[config.mk]
export PLATFORM = sky130hd
export DESIGN_NAME = fpu_adder_arbiter
export DESIGN_NICKNAME = d
export VERILOG_FILES = /design/src/rtl/fpu_adder_arbiter.sv
export SDC_FILE = /design/constraint.sdc
export NUM_CORES = 1
export LEC_CHECK = 0
export CAP_MARGIN = 15
export CORE_UTILIZATION = 36
export DETAILED_ROUTE_END_ITERATION = 10
export GPL_TIMING_DRIVEN = 1
export PLACE_DENSITY = 0.75
export RECOVER_POWER = 25
export SYNTH_ARGS = -nofsm -noshare
export SYNTH_HDL_FRONTEND = slang
export SYNTH_SLANG_ARGS = --single-unit
[constraint.sdc]
create_clock -name CLK -period 1.56 [get_ports CLK]
set_input_delay 0.39 -clock CLK [delete_from_list [all_inputs] [get_ports CLK]]
set_output_delay 0.39 -clock CLK [all_outputs]
set_load 0.01 [all_outputs]
[src/rtl/fpu_adder_arbiter.sv]
// Round-robin arbiter sharing one 24-bit mantissa adder between NREQ controller clients.
// One transaction in flight; operands captured at grant; watchdog answers with Exc=2'b11.
module fpu_adder_arbiter #(
  parameter int NREQ    = 2,
  parameter int TIMEOUT = 16
) (
  input  logic                 CLK,
  input  logic                 RSTn,
  input  logic [NREQ-1:0]      Req_valid,
  input  logic [NREQ*24-1:0]   Req_datain1,
  input  logic [NREQ*24-1:0]   Req_datain2,
  output logic [NREQ-1:0]      Req_ack,
  output logic [23:0]          Req_dataout,
  output logic                 Req_carryout,
  output logic [1:0]           Req_Exc,
  output logic                 Adder_valid,
  output logic [23:0]          Adder_datain1,
  output logic [23:0]          Adder_datain2,
  input  logic                 Adder_ack,
  input  logic [23:0]          Adder_dataout,
  input  logic                 Adder_carryout,
  input  logic [1:0]           Adder_Exc,
  output logic [1:0]           Grant_id,
  output logic                 Busy
);

  // Handshake: a client holds Req_valid and its operands until it sees its one-cycle
  // Req_ack; towards the adder, Adder_valid and operands stay stable until Adder_ack.
  typedef enum logic [1:0] {S_IDLE, S_WAIT, S_RESP, S_DRAIN} state_e;

  localparam logic [1:0] LAST_RST = 2'(NREQ - 1);
  localparam logic [7:0] CNT_LAST = 8'(TIMEOUT - 1);

  state_e          state_q, state_d;
  logic [1:0]      last_q, last_d;
  logic [1:0]      grant_q, grant_d;
  logic [7:0]      cnt_q, cnt_d;
  logic            av_q, av_d;
  logic [23:0]     a1_q, a1_d;
  logic [23:0]     a2_q, a2_d;
  logic [NREQ-1:0] ack_q, ack_d;
  logic [23:0]     dout_q, dout_d;
  logic            cout_q, cout_d;
  logic [1:0]      exc_q, exc_d;
  logic            busy_q, busy_d;

  logic [3:0]      req_pad;
  logic [2:0]      pos;
  logic            found;
  logic [1:0]      winner;
  logic [23:0]     win_a, win_b;
  logic [NREQ-1:0] grant_onehot;

  assign req_pad = 4'(Req_valid);

  // Rotating priority: scan last_grant+1, +2, ... wrapping at NREQ.
  always_comb begin
    found  = 1'b0;
    winner = last_q;
    pos    = 3'd0;
    for (int k = 1; k <= NREQ; k++) begin
      pos = 3'(last_q) + 3'(k);
      if (pos >= 3'(NREQ)) pos = pos - 3'(NREQ);
      if (!found && req_pad[pos[1:0]]) begin
        found  = 1'b1;
        winner = pos[1:0];
      end
    end
  end

  always_comb begin
    win_a = 24'd0;
    win_b = 24'd0;
    for (int i = 0; i < NREQ; i++) begin
      if (winner == 2'(i)) begin
        win_a = Req_datain1[24*i +: 24];
        win_b = Req_datain2[24*i +: 24];
      end
    end
  end

  always_comb begin
    for (int i = 0; i < NREQ; i++) grant_onehot[i] = (grant_q == 2'(i));
  end

  always_comb begin
    state_d = state_q;
    last_d  = last_q;
    grant_d = grant_q;
    cnt_d   = cnt_q;
    av_d    = av_q;
    a1_d    = a1_q;
    a2_d    = a2_q;
    ack_d   = '0;
    dout_d  = dout_q;
    cout_d  = cout_q;
    exc_d   = exc_q;
    case (state_q)
      S_IDLE: begin
        if (found) begin
          grant_d = winner;
          a1_d    = win_a;
          a2_d    = win_b;
          av_d    = 1'b1;
          cnt_d   = 8'd0;
          state_d = S_WAIT;
        end
      end
      S_WAIT: begin
        cnt_d = cnt_q + 8'd1;
        // A real answer wins over the watchdog when both land in the same cycle.
        if (Adder_ack) begin
          dout_d  = Adder_dataout;
          cout_d  = Adder_carryout;
          exc_d   = Adder_Exc;
          av_d    = 1'b0;
          ack_d   = grant_onehot;
          state_d = S_RESP;
        end else if (cnt_q == CNT_LAST) begin
          dout_d  = 24'd0;
          cout_d  = 1'b0;
          exc_d   = 2'b11;
          av_d    = 1'b0;
          ack_d   = grant_onehot;
          state_d = S_RESP;
        end
      end
      S_RESP: state_d = S_DRAIN;
      S_DRAIN: begin
        // Waiting out the served client's stale valid and any late adder answer.
        if (!req_pad[grant_q] && !Adder_ack) begin
          last_d  = grant_q;
          state_d = S_IDLE;
        end
      end
      default: state_d = S_IDLE;
    endcase
    busy_d = (state_d != S_IDLE);
  end

  always_ff @(posedge CLK) begin
    if (!RSTn) begin
      state_q <= S_IDLE;
      last_q  <= LAST_RST;
      grant_q <= 2'd0;
      cnt_q   <= 8'd0;
      av_q    <= 1'b0;
      a1_q    <= 24'd0;
      a2_q    <= 24'd0;
      ack_q   <= '0;
      dout_q  <= 24'd0;
      cout_q  <= 1'b0;
      exc_q   <= 2'b00;
      busy_q  <= 1'b0;
    end else begin
      state_q <= state_d;
      last_q  <= last_d;
      grant_q <= grant_d;
      cnt_q   <= cnt_d;
      av_q    <= av_d;
      a1_q    <= a1_d;
      a2_q    <= a2_d;
      ack_q   <= ack_d;
      dout_q  <= dout_d;
      cout_q  <= cout_d;
      exc_q   <= exc_d;
      busy_q  <= busy_d;
    end
  end

  assign Req_ack       = ack_q;
  assign Req_dataout   = dout_q;
  assign Req_carryout  = cout_q;
  assign Req_Exc       = exc_q;
  assign Adder_valid   = av_q;
  assign Adder_datain1 = a1_q;
  assign Adder_datain2 = a2_q;
  assign Grant_id      = grant_q;
  assign Busy          = busy_q;

endmodule

==> results of run 1 <==
## logic make-up after synthesis
group,count (synthesis)
compound gates,153
fa+ha+maj,1
buf+inv,38
flops,93
mux,3
simple gates,86
## worst min-delay path by stage
| stage | startpoint | end | slack, ns | cells past startpoint |
|---|---|---|---|---|
| after floorplan | cnt_q[7]$_SDFFE_PN0P_ | cnt_q[7]$_SDFFE_PN0P_ | 0.44 | 1 |
| after global routing | RSTn | last_q[0]$_SDFFE_PN1P_ | 0.47 | 3 |
| final | RSTn | last_q[0]$_SDFFE_PN1P_ | 0.47 | 3 |
| after detailed placement | Adder_valid$_SDFFE_PN0P_ | Adder_valid$_SDFFE_PN0P_ | 0.46 | 1 |
| after global placement | Adder_valid$_SDFFE_PN0P_ | Adder_valid$_SDFFE_PN0P_ | 0.45 | 1 |
| after CTS | RSTn | last_q[0]$_SDFFE_PN1P_ | 0.43 | 3 |
## worst max-delay path, cell delays in order, from the launching register on
cell	delay [ns]
dfxtp_2	0.34
ha_2	0.17
and3_4	0.18
a21o_4	0.22
a21oi_4	0.22
buf_12	0.18
a22o_1	0.15
## routing by layer
layer	global-route usage, %	up-vias	part of all wire [%]
met5	0	-	0
met4	9.20	0	2.1
met3	3.99	28	5.0
met2	37.9	135	51
met1	25.1	1865	42
li1	-	1891	-
## repair_timing
action / in CTS / in global routing
buffers inserted: 1 / 4
pin swaps: 2 / 17
hold buffers: 0 / 0
endpoints found under the setup margin: 145 / 81
gates resized for setup: 88 / 31
gates cloned: 1 / 7
endpoints found under the hold margin: 0 / 0
## placed cells by master, fill, tap and decap left out, types with 3 or more instances in the layout
master           netlist  routed
nand3_1                4       4
clkbuf_16              0       5
a22o_1                25      25
a221oi_2              46      48
buf_12                 0      10
clkbuf_8               0       9
o21ai_0               21      12
mux2i_1                3       3
a21oi_1                6       5
a31oi_1                4       4
dfxtp_1               93      91
buf_6                  7       7
o21ai_2                1       7
buf_4                  6      24
nand2_1               11      11
inv_1                  3       3
nor2_1                51      51
dlygate4sd2_1          0      82
o21ai_1               31      33
clkdlybuf4s50_1        0     124
## area by class of cell
class,count,area [um2],share of cell area (%)
Timing Repair Buffer,256,2600,38.1
Multi-Input combinational cell,243,1950,28.6
Sequential cell,93,1860,27.4
Tap cell,136,170,2.50
Clock buffer,9,124,1.82
Clock inverter,7,98.8,1.45
Inverter,3,11.3,0.165
## synth_stat cells (4+ instances only)
library cell / n
a22o_1: 25
buf_4: 6
buf_6: 7
a31oi_1: 4
a21oi_1: 6
nand2_1: 11
buf_2: 15
dfxtp_1: 93
o21ai_1: 31
a221oi_2: 46
nand3_1: 4
nor2_1: 51
o21ai_0: 21
clkbuf_1: 7
## through the flow
stage / setup WS, ns / cells / hold slack (ns)
final: 0.0415 / 747 / 0.469
after floorplan: -0.00476 / 374 / 0.442
after global placement: -0.497 / 718 / 0.451
after detailed placement: -0.543 / 718 / 0.461
after CTS: 0.00356 / 736 / 0.435
after global routing: -0.0335 / 747 / 0.474
## report_power, final
part | total [mW] | internal (mW) | switching, mW
clock network | 1.79 | 0.911 | 0.881
registers | 2.74 | 2.62 | 0.129
logic | 1.99 | 1.08 | 0.909
total | 6.53 | 4.61 | 1.92
## flip-flops by register name (all words and copies together) (netlist names)
register,cells
Req_ack,2
last_q,2
Req_carryout,1
Req_Exc,2
Adder_datain2,24
Req_dataout,24
Grant_id,2
Adder_datain1,24
Busy,1
state_q,2
Adder_valid,1
cnt_q,8
==> run summary, run 1 <==
Slew Limit Fails = 0
Post-synth EDFFs = 0
FF-to-FF End = Req_dataout[16]$_SDFFE_PN0P_
crit start category = flop
crit path capture = Req_dataout[16]$_SDFFE_PN0P_
clock tree buffer depth = 2
Ports = 209
clk_lat worst skew = 0.36 ns
vias per cell = 5.25
critical path arrival = 1.83 ns
antenna violations before repair = 0
critical path type = flop to flop
Pleak = 2.94 nW
share of layout cells above drive strength 1 = 22.4%
post-synthesis adder-cell area fraction = 0.318%
Synth Flop Type = dfxtp_1
H-tree depth = 3
wire length per cell = 17.6 um
pin count of the biggest net entering global routing = 44
synthesized area per cell = 10.5 um2
row cnt = 37
mapped cell area = 3930 um2
Initial Utilization = 37.6%
Die W = 107 um
Synth async-reset ratio = 0%
post-synthesis xor/xnor area fraction = 0%
Max VDD drop = 0.507 mV
crit path max fanout = 13
DRC = 0
floorplan core area = 10500 um2
flops & latches, synth = 93
Worst setup EP type = flop
Sinks on Clock Net = 93
n_diodes = 0
grt ovf = 0
Global Route Usage Sum = 21.4%
final instance area = 6810 um2
Compound-Gate Fraction of Synth Area = 35.7%
worst reg2reg path startpoint = cnt_q[1]$_SDFFE_PN0P_
global placer's final weighted congestion = 0.853
Net count, final = 735
Period minus WS final = 1.52 ns
Antenna Violating Nets Remaining = 0
crit path from = cnt_q[1]$_SDFFE_PN0P_
P&R area growth vs syn = 73.3%
hpwl dp = 8990 um
run status = completed
largest family of logic cells by synthesized area = compound AO/OA/AOI/OAI gates
TritonCTS clock tree = yes
Max-slew headroom = 69.9%
fraction of synthesized area in multiplexers = 0.764%
worst-case clock skew = 0.00735 ns
Slew @ Worst Pin = 0.451 ns
PortBufs = 208
post-synthesis sequential area ratio = 47.4%
fin crit share = 97.3%
RSZ-0062 raised after global routing = true
area leader, netlist = dfxtp_1
routed vias = 3919
Synth cell types = 45
max capacitance violation total = 0
Synth Net Count = 503
Max Clk Rate = 0.659 GHz
power density over the cells = 958 nW/um2
worst path required time = 1.87 ns
Die ar. = 11300 um2
final hold viol count = 0
Reg2Reg Setup Slack = 0.04 ns
fillers = 881
cells on worst reg2reg path = 6
Warnings, synthesis = 0
total CTS buffers = 9
Clock Tree Root = clkbuf_8
Clock transition at path regs = 0.09 ns
DRT Wirelength = 13200 um
setup TNS = 0 ns
setup violators final = 0
placed inst area = 6360 um2
global-route wire length before repair = 19300 um
simple-gate area share of the yosys netlist = 9.87%
top-area cell type share of the netlist area = 47.4%
Util after Layout = 65.1%
total power = 6.53 mW
1st-iter DRT viols = 236
vias in the first global route = 3894
router iterations before antenna repair = 4
Synth area leaders = dfxtp_1, a221oi_2, a22o_1, nor2_1, o21ai_1
Die Ht = 107 um
HP Class = input port to flop
Syn Inst Count = 374
(Power assumes the default switching activity.)
==> run 2, diff against run 1 <==
- CORE_UTILIZATION: 36 -> 42
- PLACE_DENSITY: 0.75 -> 0.82
- clock period: 1.56 -> 1.8 ns (I/O delays scaled with it)
==> run 2 against run 1 <==
  * Sequential cell count did not move
  * Setup slack improved by 0.0069 ns
  * Clock skew rose by 0.0025 ns
  * Register-to-register slack gained 0.08 ns
  * Hold slack got worse by 0.020 ns
  * Wire length fell by 6.1%
  * Non-clock buffer count shrank 17
  * Cell area fell by 4.3%
  * Sequential power decreased by 13%
  * Combinational power shrank 16%
  * Via count shrank 1.1%
==> run summary, run 2 (synthesis gave the netlist of run 1 again) <==
slowest stage delay, CP = 0.58 ns (+0.24 ns)
global-route wire length before repair = 19200 um (-0.39%)
Net count, final = 718 (-2.3%)
worst-case clock skew = 0.00983 ns (+0.00248 ns)
max capacitance violation total = 0 (unchanged)
Max VDD drop = 0.459 mV (-9.5%)
hold_buf cts = 0 (unchanged)
floorplan core area = 8890 um2 (-15%)
FF-to-FF End = Req_dataout[12]$_SDFFE_PN0P_
switch share = 28.7% (-0.67 points)
P&R area growth vs syn = 65.8%
wire length per cell = 17.6 um (about the same)
antenna violations before repair = 0 (unchanged)
Hold Path Origin = RSTn
cells on worst reg2reg path = 6 (unchanged)
DRT Wirelength = 12400 um (-6.1%)
critical path arrival = 1.30 ns (-0.53 ns)
Critical path buffers and inverters = 1 (unchanged)
grt ovf = 0 (unchanged)
Max-slew headroom = 80.5% (+11 points)
clock power share = 26.5% (-1.0 points)
Ports = 209 (unchanged)
critical path type = flop to output pin
Pleak = 2.47 nW (-16%)
Slew Limit Fails = 0 (unchanged)
Antenna Violating Nets Remaining = 0 (unchanged)
Max Clk Rate = 0.571 GHz
crit-path cells = clkdlybuf4s50_1
clk_lat worst skew = 0.35 ns (about the same)
slowest cell on the critical path = clkdlybuf4s50_1
DRC = 0 (unchanged)
Sinks on Clock Net = 93 (unchanged)
sequential share of power = 43.2% (+1.2 points)
worst reg2reg path startpoint = cnt_q[1]$_SDFFE_PN0P_
most common cell after layout, fill and taps aside = clkdlybuf4s50_1
Die ar. = 9750 um2 (-14%)
clock tree buffer depth = 2 (unchanged)
Global Route Usage Sum = 24.5% (+3.1 points)
fillers = 639 (-27%)
Hold Path End = cnt_q[6]$_SDFFE_PN0P_
crit path max fanout = 2 (-11)
routed vias = 3876 (-1.1%)
pin count of the biggest net entering global routing = 54 (+23%)
global placer's final weighted congestion = 0.812 (-4.9%)
Util after Layout = 73.3% (+8.2 points)
combinational share of power = 30.3% (-0.2 points)
TritonCTS clock tree = yes
Power Internal = 3.93 mW (-15%)
share of layout cells above drive strength 1 = 17.3% (-5.1 points)
worst path required time = 1.35 ns (-0.52 ns)
Initial Utilization = 44.2% (+6.6 points)
total CTS buffers = 9 (unchanged)
fin crit share = 97.3%
Stages on worst setup path = 1 (-5)
pre-CTS WS = -0.340 ns (+0.203 ns)
Reg2Reg Setup Slack = 0.12 ns (+0.08 ns)
Worst setup EP type = output pin
1st-iter DRT viols = 187 (-21%)
router iterations before antenna repair = 6 (+2)
run status = completed
Clock transition at path regs = 0.09 ns (about the same)
Period minus WS final = 1.75 ns
Slew @ Worst Pin = 0.292 ns (-0.159 ns)
CP delay by family, top = buffers and inverters
setup violators final = 0 (unchanged)
n_diodes = 0 (unchanged)
sw power = 1.59 mW (-17%)
RSZ-0062 raised after global routing = false
row cnt = 34 (-8.1%)
final hold viol count = 0 (unchanged)
most frequent cells in the layout = clkdlybuf4s50_1, dfxtp_1, nor2_1, a221oi_2, o21ai_1
Clock Tree Root = clkbuf_8
Die W = 98.7 um (-7.3%)
Die Ht = 98.7 um (-7.3%)
vias per cell = 5.52 (+5.2%)
Hold Crit Depth = 2 (-1)
crit start category = flop
final setup margin = 0.0484 ns (+0.00687 ns)
vias in the first global route = 3903 (+0.23%)
hpwl dp = 9110 um (+1.4%)
PortBufs = 208 (unchanged)
HP Class = input port to flop
power density over the cells = 846 nW/um2 (-12%)
H-tree depth = 3 (unchanged)
-- run 2: cell types whose count changed in the layout (fill, tap and decap cells not counted), moves of 3 or more --
cell / before / now
buf_6: 7 / 3
clkbuf_16: 5 / 0
o21ai_0: 12 / 24
clkdlybuf4s50_1: 124 / 201
dlygate4sd3_1: 0 / 4
o21ai_1: 33 / 28
a221oi_1: 0 / 3
dlygate4sd2_1: 82 / 0
a221oi_2: 48 / 44
o21ai_2: 7 / 0
buf_4: 24 / 14
-- run 2: per-layer routing --
metal,vias to the layer above,global-route usage (%),wire [um],part of all wire [%]
li1,1851,-,-,-
met1,1861,28.5,4920,40
met2,139,44.9,6480,52
met3,25,3.97,678,5.5
met4,0,9.53,292,2.4
met5,-,0,0,0
-- run 2: repair_timing --
item	4_1_cts	5_1_grt
setup endpoints to repair	1	46
hold endpoints to repair	0	0
gates resized for setup	1	7
pin swaps	0	2
setup buffers	0	2
gates cloned	0	1
-- run 2: worst max-delay path by stage --
| stage | startpoint | to | slack [ns] |
|---|---|---|---|
| 2_1_floorplan | cnt_q[0]$_SDFFE_PN0P_ | Req_carryout$_SDFFE_PN0P_ | 0.24 |
| 3_3_place_gp | Req_valid[1] | Adder_datain1[2]$_SDFFE_PN0P_ | -0.31 |
| 3_5_place_dp | Req_valid[1] | Adder_datain2[11]$_SDFFE_PN0P_ | -0.34 |
| 4_1_cts | Grant_id[1]$_SDFFE_PN0P_ | Grant_id[1] | 0.02 |
| 5_1_grt | Req_valid[0] | Adder_datain1[2]$_SDFFE_PN0P_ | 0.03 |
| 6_report | Grant_id[0]$_SDFFE_PN0P_ | Grant_id[0] | 0.05 |
-- run 2: layout make-up --
class	count	area (um2)	area share, %
clock buffers	12	155	2.38
clock inverters	4	55.1	0.844
inverters	3	11.3	0.173
multi-input cells	243	1860	28.5
flip-flops and latches	93	1860	28.6
well taps	108	135	2.07
repair buffers	239	2440	37.4
-- run 2: power groups by stage --
stage / combinational, mW / sequential, mW / clock (mW)
after floorplan: 0.637 / 2.51 / 0
after global placement: 1.60 / 2.42 / 0
after detailed placement: 1.63 / 2.43 / 0
after CTS: 1.64 / 2.38 / 1.49
after global routing: 1.78 / 2.41 / 1.57
final: 1.67 / 2.38 / 1.46
-- run 2: per-stage QoR --
step	instance area, um2	instances	power, mW	setup TNS [ns]	hold slack (ns)
2_1_floorplan	3930	374	3.15	0	0.442
3_3_place_gp	6270	683	4.02	-13.93	0.451
3_5_place_dp	6270	683	4.06	-15.97	0.462
4_1_cts	6480	699	5.51	0	0.443
5_1_grt	6520	702	5.76	0	0.461
6_report	6520	702	5.52	0	0.449
